### src/rtl/pattern_gen_multi.sv
// Multi-mode video test pattern generator: border/box, colour bars, grey ramp,
// checkerboard and solid fills. Define PATTERN_GEN_ANIM_EN to make the box bounce.
module pattern_gen_multi #(
    parameter int H_ACTIVE = 800,
    parameter int V_ACTIVE = 600,
    parameter int XY_W     = 10,
    parameter int COLOR_W  = 8,
    parameter int BORDER   = 20,
    parameter int BOX_HALF = 10,
    parameter int STEP     = 2
) (
    input  logic               pixelClk,
    input  logic               rstN,
    input  logic               vs,
    input  logic               de,
    input  logic [XY_W-1:0]    pixelsX,
    input  logic [XY_W-1:0]    pixelsY,
    input  logic [2:0]         mode,
    output logic [COLOR_W-1:0] r,
    output logic [COLOR_W-1:0] g,
    output logic [COLOR_W-1:0] b,
    output logic               frameStart
);

    localparam int DW    = XY_W + 2;
    localparam int SUM_W = XY_W + COLOR_W + 8;

    localparam logic [XY_W-1:0] X_LEFT    = XY_W'(BORDER);
    localparam logic [XY_W-1:0] X_RIGHT   = XY_W'(H_ACTIVE - BORDER);
    localparam logic [XY_W-1:0] Y_TOP     = XY_W'(BORDER);
    localparam logic [XY_W-1:0] Y_BOT     = XY_W'(V_ACTIVE - BORDER);
    localparam logic [XY_W-1:0] BAR_WIDTH = XY_W'(H_ACTIVE / 8);
    localparam logic [XY_W-1:0] BAR_COUNT = XY_W'(8);
    localparam logic [XY_W-1:0] X_CENTER  = XY_W'(H_ACTIVE / 2);
    localparam logic [XY_W-1:0] Y_CENTER  = XY_W'(V_ACTIVE / 2);
    localparam logic signed [DW-1:0] HALF = DW'(BOX_HALF);
    localparam logic [7:0] BG_BYTE = 8'h20;

    // Background level: the 0x20 byte pattern repeated to fill the channel width.
    function automatic logic [COLOR_W-1:0] bg_level();
        logic [COLOR_W-1:0] v;
        v = '0;
        for (int i = 0; i < COLOR_W; i++) begin
            v[i] = BG_BYTE[i % 8];
        end
        return v;
    endfunction

    localparam logic [COLOR_W-1:0] BG = bg_level();

    logic               last_vs;
    logic               vs_armed;
    logic               frame_event;
    logic [2:0]         active_mode;
    logic [7:0]         frame_count;
    logic [XY_W-1:0]    box_x;
    logic [XY_W-1:0]    box_y;

    // An edge only counts once vs has been seen low since reset, so a vs that is
    // already high when reset lifts does not fake a frame start.
    assign frame_event = vs_armed && !last_vs && vs;

    always_ff @(posedge pixelClk or negedge rstN) begin
        if (!rstN) begin
            last_vs     <= 1'b0;
            vs_armed    <= 1'b0;
            active_mode <= 3'd0;
            frame_count <= 8'd0;
        end else begin
            last_vs  <= vs;
            vs_armed <= vs_armed | ~vs;
            if (frame_event) begin
                active_mode <= mode;
                frame_count <= frame_count + 8'd1;
            end
        end
    end

`ifdef PATTERN_GEN_ANIM_EN
    logic dir_x;
    logic dir_y;

    // Returns {new_dir, new_pos}; dir 1 means moving toward larger coordinates.
    function automatic logic [XY_W:0] step_axis(input logic [XY_W-1:0] pos,
                                                input logic dir, input int active);
        int p;
        p = int'(pos);
        if (dir) begin
            if (p + BOX_HALF + STEP > active - BORDER - 1)
                return {1'b0, XY_W'(p - STEP)};
            else
                return {1'b1, XY_W'(p + STEP)};
        end else begin
            if (p - BOX_HALF - STEP < BORDER)
                return {1'b1, XY_W'(p + STEP)};
            else
                return {1'b0, XY_W'(p - STEP)};
        end
    endfunction

    always_ff @(posedge pixelClk or negedge rstN) begin
        if (!rstN) begin
            box_x <= X_CENTER;
            box_y <= Y_CENTER;
            dir_x <= 1'b1;
            dir_y <= 1'b1;
        end else if (frame_event) begin
            {dir_x, box_x} <= step_axis(box_x, dir_x, H_ACTIVE);
            {dir_y, box_y} <= step_axis(box_y, dir_y, V_ACTIVE);
        end
    end
`else
    assign box_x = X_CENTER;
    assign box_y = Y_CENTER;
`endif

    logic signed [DW-1:0] dx;
    logic signed [DW-1:0] dy;
    logic                 in_box;
    logic [XY_W-1:0]      bar_idx;
    logic [SUM_W-1:0]     ramp_sum;
    logic [COLOR_W-1:0]   ramp;
    logic [COLOR_W-1:0]   next_r;
    logic [COLOR_W-1:0]   next_g;
    logic [COLOR_W-1:0]   next_b;

    assign dx       = $signed({2'b00, pixelsX}) - $signed({2'b00, box_x});
    assign dy       = $signed({2'b00, pixelsY}) - $signed({2'b00, box_y});
    assign in_box   = (dx <= HALF) && (dx >= -HALF) && (dy <= HALF) && (dy >= -HALF);
    assign bar_idx  = pixelsX / BAR_WIDTH;
    assign ramp_sum = SUM_W'(pixelsX) + SUM_W'(frame_count);
    assign ramp     = ramp_sum[COLOR_W-1:0];

    // Pattern selection; all patterns are pure functions of the current pixel
    // and the per-frame state latched at frame start.
    always_comb begin
        next_r = '0;
        next_g = '0;
        next_b = '0;
        if (de) begin
            case (active_mode)
                3'd0: begin
                    if (in_box) begin
                        next_r = '1; next_g = '1; next_b = '1;
                    end else if (pixelsY < Y_TOP || pixelsY >= Y_BOT) begin
                        next_b = '1;
                    end else if (pixelsX < X_LEFT) begin
                        next_r = '1;
                    end else if (pixelsX >= X_RIGHT) begin
                        next_g = '1;
                    end else begin
                        next_r = BG; next_g = BG; next_b = BG;
                    end
                end
                3'd1: begin
                    if (bar_idx < BAR_COUNT) begin
                        case (bar_idx[2:0])
                            3'd0: begin next_r = '1; next_g = '1; next_b = '1; end
                            3'd1: begin next_r = '1; next_g = '1; end
                            3'd2: begin next_g = '1; next_b = '1; end
                            3'd3: begin next_g = '1; end
                            3'd4: begin next_r = '1; next_b = '1; end
                            3'd5: begin next_r = '1; end
                            3'd6: begin next_b = '1; end
                            default: ;
                        endcase
                    end
                end
                3'd2: begin
                    next_r = ramp; next_g = ramp; next_b = ramp;
                end
                3'd3: begin
                    if (pixelsX[5] ^ pixelsY[5]) begin
                        next_r = '1; next_g = '1; next_b = '1;
                    end
                end
                3'd4: begin next_r = '1; next_g = '1; next_b = '1; end
                3'd5: begin next_r = '1; end
                3'd6: begin next_g = '1; end
                default: begin next_b = '1; end
            endcase
        end
    end

    always_ff @(posedge pixelClk or negedge rstN) begin
        if (!rstN) begin
            r          <= '0;
            g          <= '0;
            b          <= '0;
            frameStart <= 1'b0;
        end else begin
            r          <= next_r;
            g          <= next_g;
            b          <= next_b;
            frameStart <= frame_event;
        end
    end

endmodule

### config.mk
export PLATFORM = sky130hd
export DESIGN_NAME = pattern_gen_multi
export DESIGN_NICKNAME = d
export VERILOG_FILES = /design/src/rtl/pattern_gen_multi.sv
export SDC_FILE = /design/constraint.sdc
export NUM_CORES = 1
export LEC_CHECK = 0
export BUFFER_PORTS_ARGS = -buffer_cell sky130_fd_sc_hd__buf_2
export CELL_PAD_IN_SITES_DETAIL_PLACEMENT = 1
export CELL_PAD_IN_SITES_GLOBAL_PLACEMENT = 1
export CORE_MARGIN = 8
export CORE_UTILIZATION = 40
export CTS_BUF_LIST = sky130_fd_sc_hd__clkbuf_2 sky130_fd_sc_hd__clkbuf_4 sky130_fd_sc_hd__clkbuf_8
export DETAILED_ROUTE_END_ITERATION = 12
export GPL_ROUTABILITY_DRIVEN = 1
export PLACE_DENSITY = 0.86
export SLEW_MARGIN = 20
export SYNTH_ARGS = -nofsm -noshare
export SYNTH_HDL_FRONTEND = slang
export SYNTH_SLANG_ARGS = --single-unit
### constraint.sdc
create_clock -name pixelClk -period 2.2 [get_ports pixelClk]
set_input_delay 0.44 -clock pixelClk [delete_from_list [all_inputs] [get_ports pixelClk]]
set_output_delay 0.44 -clock pixelClk [all_outputs]
set_load 0.05 [all_outputs]
Yosys cells after proc, flatten, opt, wreduce, memory -nomap -nowiden. Cells that the tools add are included.

Bitwise operators: 3. $add $sub $neg: 4. Reductions and logical operators: 15. Div/mod/pow operators: 1. $lt $le $gt $ge: 9. Mux-type cells: 24. Eq/ne operators: 12.

Operators by type and width (count): $mux W8 (19); $pmux W8 S5 (3); $ge A11 B5 Y1 const B (2); $le A11 B5 Y1 const B (2); $sub A10 B9 Y11 const B (2); $ge A10 B10 Y1 const B (2); $lt A10 B5 Y1 const B (2); $eq A3 B3 Y1 const B (6); $eq A3 B2 Y1 const B (4); $mux W6 (2); $reduce_or A4 Y1 (3); $div A10 B7 Y10 const B (1); $lt A10 B4 Y1 const B (1); $add A8 B1 Y8 const B (1); $add A8 B8 Y8 (1); $eq A3 B1 Y1 const B (2); $logic_not A3 Y1 (2); $reduce_or A2 Y1 (3); $logic_and A1 B1 Y1 (5); $logic_not A1 Y1 (1); $logic_or A1 B1 Y1 (1); $not A1 Y1 (1); $or A1 B1 Y1 (1); $xor A1 B1 Y1 (1).

Bits in registers: 38.

Depth between registers and ports, before layout.
Depth after elaboration: 8. Gate-level depth with buffers: 10. Depth with buffers taken out: 10.

Worst setup path after synthesis. Ideal clock, no wire load.

Path type: input port to flip-flop. Start: in pixelsX[4]. End: reg b[0]. Arrival: 2.664 ns. Path buffers: 0. Setup slack: -0.549 ns. Stages: 10. Library setup time: 0.085 ns. Cells stage by stage: inv_1 -> ha_1 -> nor3b_4 -> nand4_1 -> a211o_2 -> nand2b_4 -> maj3_2 -> a32oi_2 -> a221oi_4 -> o22ai_1.

Word-level cells in the longest chain between the ends: 8. Elaborated cells between the ends (all ways): 21. Those cells by class: add/sub: 1; div: 1; order compare: 4; eq/ne: 3; mux: 7; reduce/logical: 5.

RTL lines: start, declared (RTL line 16) `input logic [XY_W-1:0] pixelsX,`; branches (longest 6 deep; another with $div A10 B7 Y10); $pmux W8 S5 * (RTL line 141) `case (active_mode)`; $mux W8 * (RTL line 140) `if (de) begin`; net next_b[0] (RTL line 125) `logic [COLOR_W-1:0] next_b;`; end signal, assigned (RTL line 194) `b <= next_b;`; end, declared (RTL line 21) `output logic [COLOR_W-1:0] b,`.

Mark *: on every way through the listed nets, which the timed path passes. A chain may end at the register's enable or synchronous reset.

Final worst setup path.
Start: in pixelsX[4]. End: reg b[6].

Same word-level chain as after synthesis.

==> results.md <==
* Run status: finished with violations
* Failing checks: setup timing
* Hold Crit Class: primary input to asynchronous set/reset pin
* Routed len/inst at 22.2 um
* H-tree depth at 2
* CP Depth at 12
* Vias per cell at 5.82
* Yosys top cell by area: dfrtp_1
* Syn_nets at 386
* Drt total wl at 12,700 um
* CP max stage delay at roughly 0.43 ns
* Most frequent cells in the layout: 79 x buf_4, 49 x buf_2, 38 x dfrtp_1, 35 x nand2_1, 23 x a21oi_1
* Clk buf depth at 2
* Die Y at ~100 um
* Synthesized area at slightly above 3000 um^2
* Port bufs at 51
* Peak supply drop at 449 uV
* CTS tree: built
* GP Congestion at about 0.93
* Reg2reg setup slack at -0.33 ns
* Vias at about 3,300
* Tightest Pin Transition at roughly 0.84 ns
* Vias in the first global route at ~3,700
* Share of the synthesized area in the top cell type at 0.313
* CP max FO at 8
* Setup Viol. Count Final at 24
* Initial antenna violation count at 0
* WS Path Type: primary input to flop
* Syn-to-layout area delta at 44.8%
* Final setup margin at -0.442 ns
* Worst-case clock skew at about 0.0064 ns
* Syn Area/Cell at 8.89 um^2
* Top Family by Delay on Critical Path: compound AO/OA/AOI/OAI gates
* GR Util All Layers at 0.238
* Num Clock Sinks at 38
* CP endpoint: b[6]$_DFF_PN0_
* Period minus WS final at 2.64 ns
* Slew Limit Fails at 0
* Leakage power at approximately 0.0021 uW
* Core ar. at roughly 7300 um^2
* Initial DRC Count at between 100 and 150
* Register area share after synthesis at 0.313
* Total Die Area at 10,600 um^2
* CP Launch Type: primary input
* Fin nets at ~520
* Post-synth ARST share at 1.00
* Dpl cells at 560
* Worst Path Required at 2.41 ns
* WP buf/inv at 3
* # rows at 31
* GRT Max-Usage Layer: met2
* Synth Register Bits at 38
* CTS root buf: clkbuf_8
* Ratio of total power to cell area at 799 nW/um^2
* Ranking of synthesized cells by area: dfrtp_1 31%, ha_1 6.6%, a21oi_1 6.1%
* Crit path launch: pixelsX[4]
* Syn. warnings at 0
* Number of max-cap violations at 0
* Fin Hold WS at about 0.24 ns
* TritonRoute pass-1 iters at 4
* Met1 Use GR at 0.265
* Starting Density at 0.417
* Largest net degree at the start of global routing at 39
* First-pass GRT wire length at about 20,000 um
* ANT nets after route at 0
* Util after Layout at 0.603
* Multi-input logic area at roughly 2200 um^2
* Cell Chain, Critical Path: buf_8 -> clkinvlp_4 -> ha_4 -> nor3b_4 -> nand4_1 -> a211o_4 -> nand2b_4 -> maj3_2 -> a32oi_4 -> a221oi_4 -> buf_6 -> o22ai_1
* Critical path arrival at 2.86 ns
* Skew-Pair Late Insertion Delay at approximately 0.30 ns
* Die width at 103 um
* Fin cells at 573
* Post-synthesis cell type count at 76
* CTS buffer count at 5
* Relative slew slack at 0.438
* R2r startpoint: frame_count[0]$_DFFE_PN0P_
* Setup crit end kind: flop
* Final Hold Fails at 0
* Reg2reg end: g[6]$_DFF_PN0_
* Clk pin slew, worst setup/hold paths at about 0.08 ns
* Post-DP HPWL at between 8000 and 9000 um
* Reg area at between 900 and 1000 um^2
* Cells on worst reg2reg path at 9
* Primary FF master, synth: dfrtp_1
* Commonest non-fill, non-tap cell in the layout: buf_4
* GRT met2 Usage at 0.435
* M3 GR Usage at 0.0412
* GR Overflow Total at 0
* Slowest cell on crit path: a211o_4
* RSZ-0062 raised after global routing: true
* Boundary Pins at 52
* Ant diodes at 0
* DRC viols at 0
* Synth Instances at ~340
* Fmax at about 380 MHz
* Fraction of layout cells with a size suffix above 1 at 0.439
* Tcrit/Tclk final at 1.20
* EDFF count, synth at 0
* Filler cells at between 800 and 900
[metal layers]
layer,vias up,part of all wire
li1,1516,-
met1,1659,0.39
met2,122,0.53
met3,35,0.047
met4,0,0.031
met5,-,0
[kinds of logic after synthesis]
kind of cell	share of synthesized area
multiplexers	0.0103
flip-flops	0.313
buffers and inverters	0.0494
AND/OR/NAND/NOR	0.226
adder cells (fa/ha/maj)	0.0762
AO/OA/AOI/OAI	0.262
XOR/XNOR	0.0634
[per-stage QoR]
step	power, uW	setup WS [ns]	setup TNS (ns)	cell area [um^2]
2_1_floorplan	1910	-0.326	-6.45	3060
3_3_place_gp	2460	-0.638	-14.12	3960
3_5_place_dp	2560	-0.822	-17.28	3960
4_1_cts	3410	-0.320	-7.09	4250
5_1_grt	3660	-0.511	-10.84	4400
6_report	3520	-0.442	-9.06	4400
[sequential cells by signal (all words and copies together) (netlist names)]
register and cells:
b 8, frame_count 8, g 8, r 8, active_mode 3, frameStart 1
last_vs 1, vs_armed 1
[worst min path at each step]
stage,cells after the start,start,slack [ns],endpoint
after floorplan,0,rstN,0.14,active_mode[0]$_DFFE_PN0P_
after global placement,1,vs_armed$_DFF_PN0_,0.45,vs_armed$_DFF_PN0_
after detailed placement,1,vs_armed$_DFF_PN0_,0.45,vs_armed$_DFF_PN0_
after CTS,1,rstN,0.27,active_mode[2]$_DFFE_PN0P_
after global routing,1,vs,0.28,last_vs$_DFF_PN0_
final,1,rstN,0.24,b[6]$_DFF_PN0_
[Yosys cell counts, types with 2 or more instances]
cell       count
a2111oi_0      2
and3_1         3
or3_4          2
xor2_1         7
a31oi_1        4
nor2b_1        2
nor2_1        22
nor3_1         6
a311oi_1       2
o21ai_2        2
o21bai_1       3
o211ai_1       2
a21o_1         2
nand2_1       36
nor4_1         6
nand4_1        3
buf_2          2
xnor2_1       15
dfrtp_1       38
nand3_1       12
or2_2          2
o22ai_1       10
and2_1         6
nand2b_1       5
inv_1         15
nand3b_1       2
o21ai_0        8
buf_6          3
a2111oi_4      2
mux2i_1        2
and4bb_1       2
buf_4          3
clkbuf_1       3
o21ai_1        3
ha_1          16
o21a_1         2
or3_1          2
and4_1         3
o211a_1        4
a211oi_1       6
a21oi_1       37
[power by group]
part	total (uW)	switching [uW]	internal [uW]
clock network	736	281	455
logic	1850	1160	688
registers	929	96.7	832
total	3520	1540	1970
[timing repair]
item / CTS / global route
hold buffers: 0 / 0
pin swaps: 16 / 19
buffers inserted: 3 / 2
resized for setup: 25 / 28
endpoints found under the setup margin: 24 / 24
[worst register-to-register path: stages, from the launching register on]
cell and delay [ns]:
dfrtp_1 0.40, ha_1 0.23, fa_1 0.42, a21o_1 0.19
a21oi_1 0.26, o21bai_1 0.12, a21oi_1 0.19, xnor2_1 0.24
nand2_1 0.20, a21oi_2 0.20
[cell type report]
class                           count  share of cell area
Clock buffer                        5              0.0156
Clock inverter                      3              0.0156
Inverter                           17              0.0154
Multi-Input combinational cell    275               0.495
Sequential cell                    38               0.216
Tap cell                           99              0.0281
Timing Repair Buffer              136               0.214
Power figures use the tool's default switching activity.
